**src/rtl/cla_addsub_seq_if.sv**
```systemverilog
// Operand/handshake/result bundle for cla_addsub_seq.
// The master side presents operands and control; the slave side is the adder.
interface cla_addsub_seq_if #(
    parameter int WIDTH = 8
) ();
    logic [WIDTH-1:0] a_in;
    logic [WIDTH-1:0] b_in;
    logic             addsub;
    logic             load;
    logic             submit;
    logic             busy;
    logic             done;
    logic [WIDTH-1:0] R;
    logic [3:0]       flags_znvc;

    modport master (
        output a_in, b_in, addsub, load, submit,
        input  busy, done, R, flags_znvc
    );

    modport slave (
        input  a_in, b_in, addsub, load, submit,
        output busy, done, R, flags_znvc
    );
endinterface

```
**src/rtl/cla_addsub_seq.sv**
```systemverilog
// Multi-cycle carry-lookahead adder/subtractor.
// One BLOCK-bit lookahead group is evaluated per cycle; the group carry-out is
// registered and becomes the next group's carry-in, so an operation takes
// WIDTH/BLOCK cycles. WIDTH must be a multiple of BLOCK.
// Subtraction is A + ~B + 1: the initial carry-in is the add/sub mode bit.
module cla_addsub_seq #(
    parameter int WIDTH = 8,
    parameter int BLOCK = 4
) (
    input  logic             clk,
    input  logic             reset,
    cla_addsub_seq_if.slave  bus
);
    localparam int NG = WIDTH / BLOCK;
    localparam int KW = (NG > 1) ? $clog2(NG) : 1;

    typedef enum logic [0:0] {
        IDLE = 1'b0,
        CALC = 1'b1
    } state_t;

    state_t           state_q;
    logic [WIDTH-1:0] a_q;
    logic [WIDTH-1:0] b_q;
    logic             sub_q;
    logic [KW-1:0]    k_q;
    logic             carry_q;
    logic [WIDTH-1:0] sum_q;
    logic [WIDTH-1:0] r_q;
    logic [3:0]       flags_q;
    logic             busy_q;
    logic             done_q;

    int               grp_base_s;
    logic [BLOCK-1:0] a_grp_s;
    logic [BLOCK-1:0] b_grp_s;
    logic [BLOCK-1:0] g_s;
    logic [BLOCK-1:0] p_s;
    logic [BLOCK:0]   c_s;
    logic [BLOCK-1:0] grp_sum_s;
    logic [WIDTH-1:0] sum_d;
    logic [3:0]       flags_d;
    logic             last_s;

    // Select the current group's operand slice and form generate/propagate.
    always_comb begin
        grp_base_s = int'(k_q) * BLOCK;
        a_grp_s    = a_q[grp_base_s +: BLOCK];
        if (sub_q) begin
            b_grp_s = ~b_q[grp_base_s +: BLOCK];
        end else begin
            b_grp_s = b_q[grp_base_s +: BLOCK];
        end
        g_s = a_grp_s & b_grp_s;
        p_s = a_grp_s ^ b_grp_s;
    end

    // Flattened lookahead: each carry is a sum of products of g/p and the
    // registered carry-in, never built from the previous bit's carry.
    always_comb begin
        logic acc;
        logic term;
        acc    = 1'b0;
        term   = 1'b0;
        c_s    = '0;
        c_s[0] = carry_q;
        for (int i = 0; i < BLOCK; i++) begin
            acc = carry_q;
            for (int j = 0; j <= i; j++) begin
                acc = acc & p_s[j];
            end
            for (int j = 0; j <= i; j++) begin
                term = g_s[j];
                for (int m = j + 1; m <= i; m++) begin
                    term = term & p_s[m];
                end
                acc = acc | term;
            end
            c_s[i+1] = acc;
        end
    end

    // Merge this group's sum into the partial result and derive the flags
    // that apply when this is the final (MSB) group.
    always_comb begin
        grp_sum_s = p_s ^ c_s[BLOCK-1:0];
        sum_d     = sum_q;
        sum_d[grp_base_s +: BLOCK] = grp_sum_s;
        flags_d   = {(sum_d == {WIDTH{1'b0}}), sum_d[WIDTH-1],
                     c_s[BLOCK] ^ c_s[BLOCK-1], c_s[BLOCK]};
        last_s    = (k_q == KW'(NG - 1));
    end

    // Control FSM with operand, carry, partial-sum and result registers.
    always_ff @(posedge clk) begin
        if (reset) begin
            state_q <= IDLE;
            a_q     <= '0;
            b_q     <= '0;
            sub_q   <= 1'b0;
            k_q     <= '0;
            carry_q <= 1'b0;
            sum_q   <= '0;
            r_q     <= '0;
            flags_q <= 4'b0000;
            busy_q  <= 1'b0;
            done_q  <= 1'b0;
        end else begin
            done_q <= 1'b0;
            case (state_q)
                IDLE: begin
                    if (bus.load) begin
                        a_q   <= bus.a_in;
                        b_q   <= bus.b_in;
                        sub_q <= bus.addsub;
                    end
                    if (bus.submit) begin
                        state_q <= CALC;
                        busy_q  <= 1'b1;
                        k_q     <= '0;
                        sum_q   <= '0;
                        // A simultaneous load supplies the mode for this op.
                        carry_q <= bus.load ? bus.addsub : sub_q;
                    end
                end
                CALC: begin
                    sum_q   <= sum_d;
                    carry_q <= c_s[BLOCK];
                    if (last_s) begin
                        state_q <= IDLE;
                        busy_q  <= 1'b0;
                        done_q  <= 1'b1;
                        k_q     <= '0;
                        r_q     <= sum_d;
                        flags_q <= flags_d;
                    end else begin
                        k_q <= k_q + KW'(1);
                    end
                end
                default: begin
                    state_q <= IDLE;
                    busy_q  <= 1'b0;
                end
            endcase
        end
    end

    assign bus.busy       = busy_q;
    assign bus.done       = done_q;
    assign bus.R          = r_q;
    assign bus.flags_znvc = flags_q;
endmodule

```
**src/flat_wrapper.sv**
```systemverilog
// flat-port wrapper written by rule: the top's interface ports become plain ports
module cla_addsub_seq_flat 
#(
    parameter int WIDTH = 8,
    parameter int BLOCK = 4
)
  (clk, reset, bus_a_in, bus_b_in, bus_addsub, bus_load, bus_submit, bus_busy, bus_done, bus_R, bus_flags_znvc);
  cla_addsub_seq_if #(.WIDTH(WIDTH)) bus_i ();
  input  logic clk;
  input  logic reset;
  input wire logic [$bits(bus_i.a_in)-1:0] bus_a_in;
  input wire logic [$bits(bus_i.b_in)-1:0] bus_b_in;
  input wire logic [$bits(bus_i.addsub)-1:0] bus_addsub;
  input wire logic [$bits(bus_i.load)-1:0] bus_load;
  input wire logic [$bits(bus_i.submit)-1:0] bus_submit;
  output wire logic [$bits(bus_i.busy)-1:0] bus_busy;
  output wire logic [$bits(bus_i.done)-1:0] bus_done;
  output wire logic [$bits(bus_i.R)-1:0] bus_R;
  output wire logic [$bits(bus_i.flags_znvc)-1:0] bus_flags_znvc;
  assign bus_i.a_in = bus_a_in;
  assign bus_i.b_in = bus_b_in;
  assign bus_i.addsub = bus_addsub;
  assign bus_i.load = bus_load;
  assign bus_i.submit = bus_submit;
  assign bus_busy = bus_i.busy;
  assign bus_done = bus_i.done;
  assign bus_R = bus_i.R;
  assign bus_flags_znvc = bus_i.flags_znvc;
  cla_addsub_seq #(.WIDTH(WIDTH), .BLOCK(BLOCK)) u_core (.clk(clk), .reset(reset), .bus(bus_i));
endmodule
```
**config.mk**
```make
export PLATFORM = sky130hd
export DESIGN_NAME = cla_addsub_seq_flat
export DESIGN_NICKNAME = d
export VERILOG_FILES = /design/src/rtl/cla_addsub_seq_if.sv /design/src/rtl/cla_addsub_seq.sv /design/src/flat_wrapper.sv
export SDC_FILE = /design/constraint.sdc
export NUM_CORES = 1
export LEC_CHECK = 0
export ABC_CLOCK_PERIOD_IN_PS = 7240
export CORE_ASPECT_RATIO = 2
export CORE_UTILIZATION = 44
export CTS_CLUSTER_DIAMETER = 50
export DETAILED_ROUTE_END_ITERATION = 10
export PLACE_DENSITY = 0.69
export RECOVER_POWER = 50
export SKIP_LAST_GASP = 1
export SLEW_MARGIN = 20
export SYNTH_ARGS = -nofsm -noshare
export SYNTH_HDL_FRONTEND = slang
export SYNTH_SLANG_ARGS = --single-unit
```
**constraint.sdc**
```tcl
create_clock -name clk -period 7.24 [get_ports clk]
set_clock_uncertainty 0.05 [all_clocks]
set_input_delay 1.086 -clock clk [delete_from_list [all_inputs] [get_ports clk]]
set_output_delay 1.086 -clock clk [all_outputs]
set_load 0.1 [all_outputs]
```
==> summary.txt <==
Status
  • Outcome: finished with violations
  • Failing checks: capacitance limit, slew limit

Worst setup path
  • Slowest cell on the critical path: clkbuf_1
  • CP required: 7.36 ns
  • Largest stage delay, worst path: 1.12 ns
  • Buf/Inv on CP: 2
  • Worst Path Class, Setup: input port to flip-flop
  • Worst-path maximum fanout: 38
  • CP Launch Type: input port
  • Critical path cell sequence: dlygate4sd3_1, clkbuf_1, nor2_1, nand3_1, o41ai_2
  • Kind of end point of the critical path: flip-flop
  • Reg2Reg Setup Slack: 4.49 ns
  • Crit-path leading delay family: buffers and inverters
  • Critical Path AT: 3.18 ns

Logic synthesis
  • Yosys cell types: 35
  • Synth warn: 0
  • Post-Syn Area: 1730 um2
  • Post-synth EDFFs: 0
  • Syn Nets: 235
  • Seq/Total Area, Yosys: 42.7%
  • Primary FF master, synth: dfxtp_1
  • Synthesized area per cell: 8.33 um2
  • Syn Inst Count: 208
  • Asr flop ratio synth: 0%
  • Number of synthesized register bits: 37

Clock network
  • Post-CTS Resized: 0
  • Bufs on Longest Clock Path: 2
  • Clock Latency Late Sink: 0.29 ns
  • CTS tree: done
  • Inserted Clock Buffers: 5
  • Root Buffer: clkbuf_8
  • # Post-CTS Setup Buffers: 0
  • Clock Sinks: 37
  • H-tree depth: 2
  • Number of hold buffers added after cts: 0
  • Worst-path clk slew: 0.07 ns

Drt
  • Final WL: 3410 um
  • Initial DRT Pass Iterations: 4
  • Starting DRT DRC Count: 19
  • Post-route ant nets: 0
  • Remaining DRCs: 0
  • Post-DR wirelength/cell: 12.1 um
  • Vias: 1,408
  • Via density per instance: 5.01

Floorplanning
  • Initial Util: 47.0%
  • Rows: 31
  • CORE AREA: 3680 um2
  • Die Wd: 46.4 um
  • Die ar.: 4210 um2
  • Die height: 90.8 um
  • # IOs: 35

Layout
  • Ant diodes: 0
  • Most common cell after layout, fill and taps aside: nand2_1
  • Most frequent cells in the layout: 51 x nand2_1, 37 x dfxtp_1, 33 x clkdlybuf4s50_1, 29 x a21oi_1, 12 x nor2_1
  • Layout cells sized above 1: 6.47%
  • Cell area after layout: 2170 um2
  • Synthesis-to-layout area growth: 25.2%
  • Layout Nets: 258
  • Final core occ: 58.9%

Timing
  • RSZ-0062 raised after global routing: no
  • Setup TNS: 0 ns
  • Fmax: 326 MHz
  • Max Slew Vio Count: 39
  • Relative max-transition margin: -4.21%
  • Final hold vios: 0
  • Final period utilization: 42.3%
  • Period minus WS final: 3.06 ns
  • Final setup viols: 0
  • Hold Worst Slack: 0.404 ns
  • Least-Margin Pin Slew: 1.56 ns

Placement
  • Port Buffers: 34
  • Placement Cell Area: 2050 um2
  • Routability cong.: 0.779
  • DP HPWL: 2520 um

Power and ir drop
  • Lkg Pwr: 0.000816 uW
  • Pwr dens: 232 nW/um2
  • Peak VDD IR: 159 uV

Global routing
  • Initial antenna violation count: 0
  • Grt ovf: 0
  • First-pass GRT wire length: 5610 um
  • Largest net degree at the start of global routing: 39
  • GRT Util Overall: 18.5%
  • Vias in the first global route: 1,310

Hold path
  • Hold Crit Class: flip-flop to flip-flop

Run
  • Max Cap Viol: 1
## final timing paths
kind	cells past startpoint	start	end
worst max-delay path	5	reset	u_core.bus.flags_znvc[3]
worst min-delay path	2	u_core.b_q[1]	u_core.b_q[1]
worst max register to register	8	u_core.k_q	u_core.bus.flags_znvc[3]
worst min register to register	2	u_core.b_q[1]	u_core.b_q[1]
## per-stage QoR
step,total power [uW],worst slack (ns),cells
detailed placement,323,4.31,273
finish,504,4.18,281
CTS,507,4.31,281
floorplan,296,4.74,208
global route,528,3.94,281
global placement,322,4.37,273
## kinds of logic (layout without fill, tap and decap cells)
logic type	count (synthesis)	count (layout)	synth area share [%]
and+or+nand+nor	78	78	20.1
DFF	37	37	42.7
xor gates and xnor gates	7	7	3.54
buffers and inverters	25	49	6.57
adders and majority gates	6	6	4.77
muxes	11	11	6.57
AOI/OAI and AO/OA	44	44	15.7
## power breakdown
group          internal, uW  switching (uW)
Clock                   112            74.1
Combinational          38.4            54.1
Sequential              214            10.8
## routing by layer
layer	vias up	GRT usage, %	routed length (um)
li1	734	-	-
met2	29	33.0	1950
met4	0	9.07	94
met1	638	17.8	1260
met5	-	0	0
met3	7	4.80	97
## synthesized netlist by cell type (2+ instances only)
master	count	area, um2
mux2i_1	8	80.1
xnor2_1	5	43.8
mux2_2	3	33.8
nand2b_1	5	31.3
ha_1	5	62.6
clkbuf_1	5	18.8
nand2_1	51	191
a311oi_1	3	26.3
nor3b_1	2	15.0
xor2_1	2	17.5
a21oi_1	29	145
buf_2	11	55.1
dfxtp_1	37	741
nor2_1	12	45.0
inv_1	6	22.5
clkbuf_2	2	10.0
a211oi_1	3	22.5
o21ai_0	2	10.0
## final cells by class
| type | count | area (um2) |
|---|---|---|
| clock inverters | 2 | 37.5 |
| fillers | 354 | 1520 |
| flip-flops and latches | 37 | 741 |
| inverters | 6 | 22.5 |
| clock buffers | 6 | 82.6 |
| repair buffers | 35 | 344 |
| multi-input cells | 146 | 881 |
| well taps | 49 | 61.3 |
## worst min-delay path: cells and delay by family, from the launching register on
kind             cells  cell delay (ns)
flip-flops           1             0.31
AO/OA/AOI/OAI        1             0.05
AND/OR/NAND/NOR      1             0.05
## flip-flops by register name, summed over array words and instances (netlist names)
| name | count |
|---|---|
| u_core.bus.flags_znvc | 4 |
| u_core.b_q | 8 |
| u_core.bus.busy | 1 |
| u_core.bus.done | 1 |
| u_core.sub_q | 1 |
| u_core.sum_q | 4 |
| u_core.state_q | 1 |
| u_core.a_q | 8 |
| u_core.carry_q | 1 |
| u_core.bus.R | 7 |
| u_core.k_q | 1 |
No activity file was read; power rests on OpenSTA's default activity.
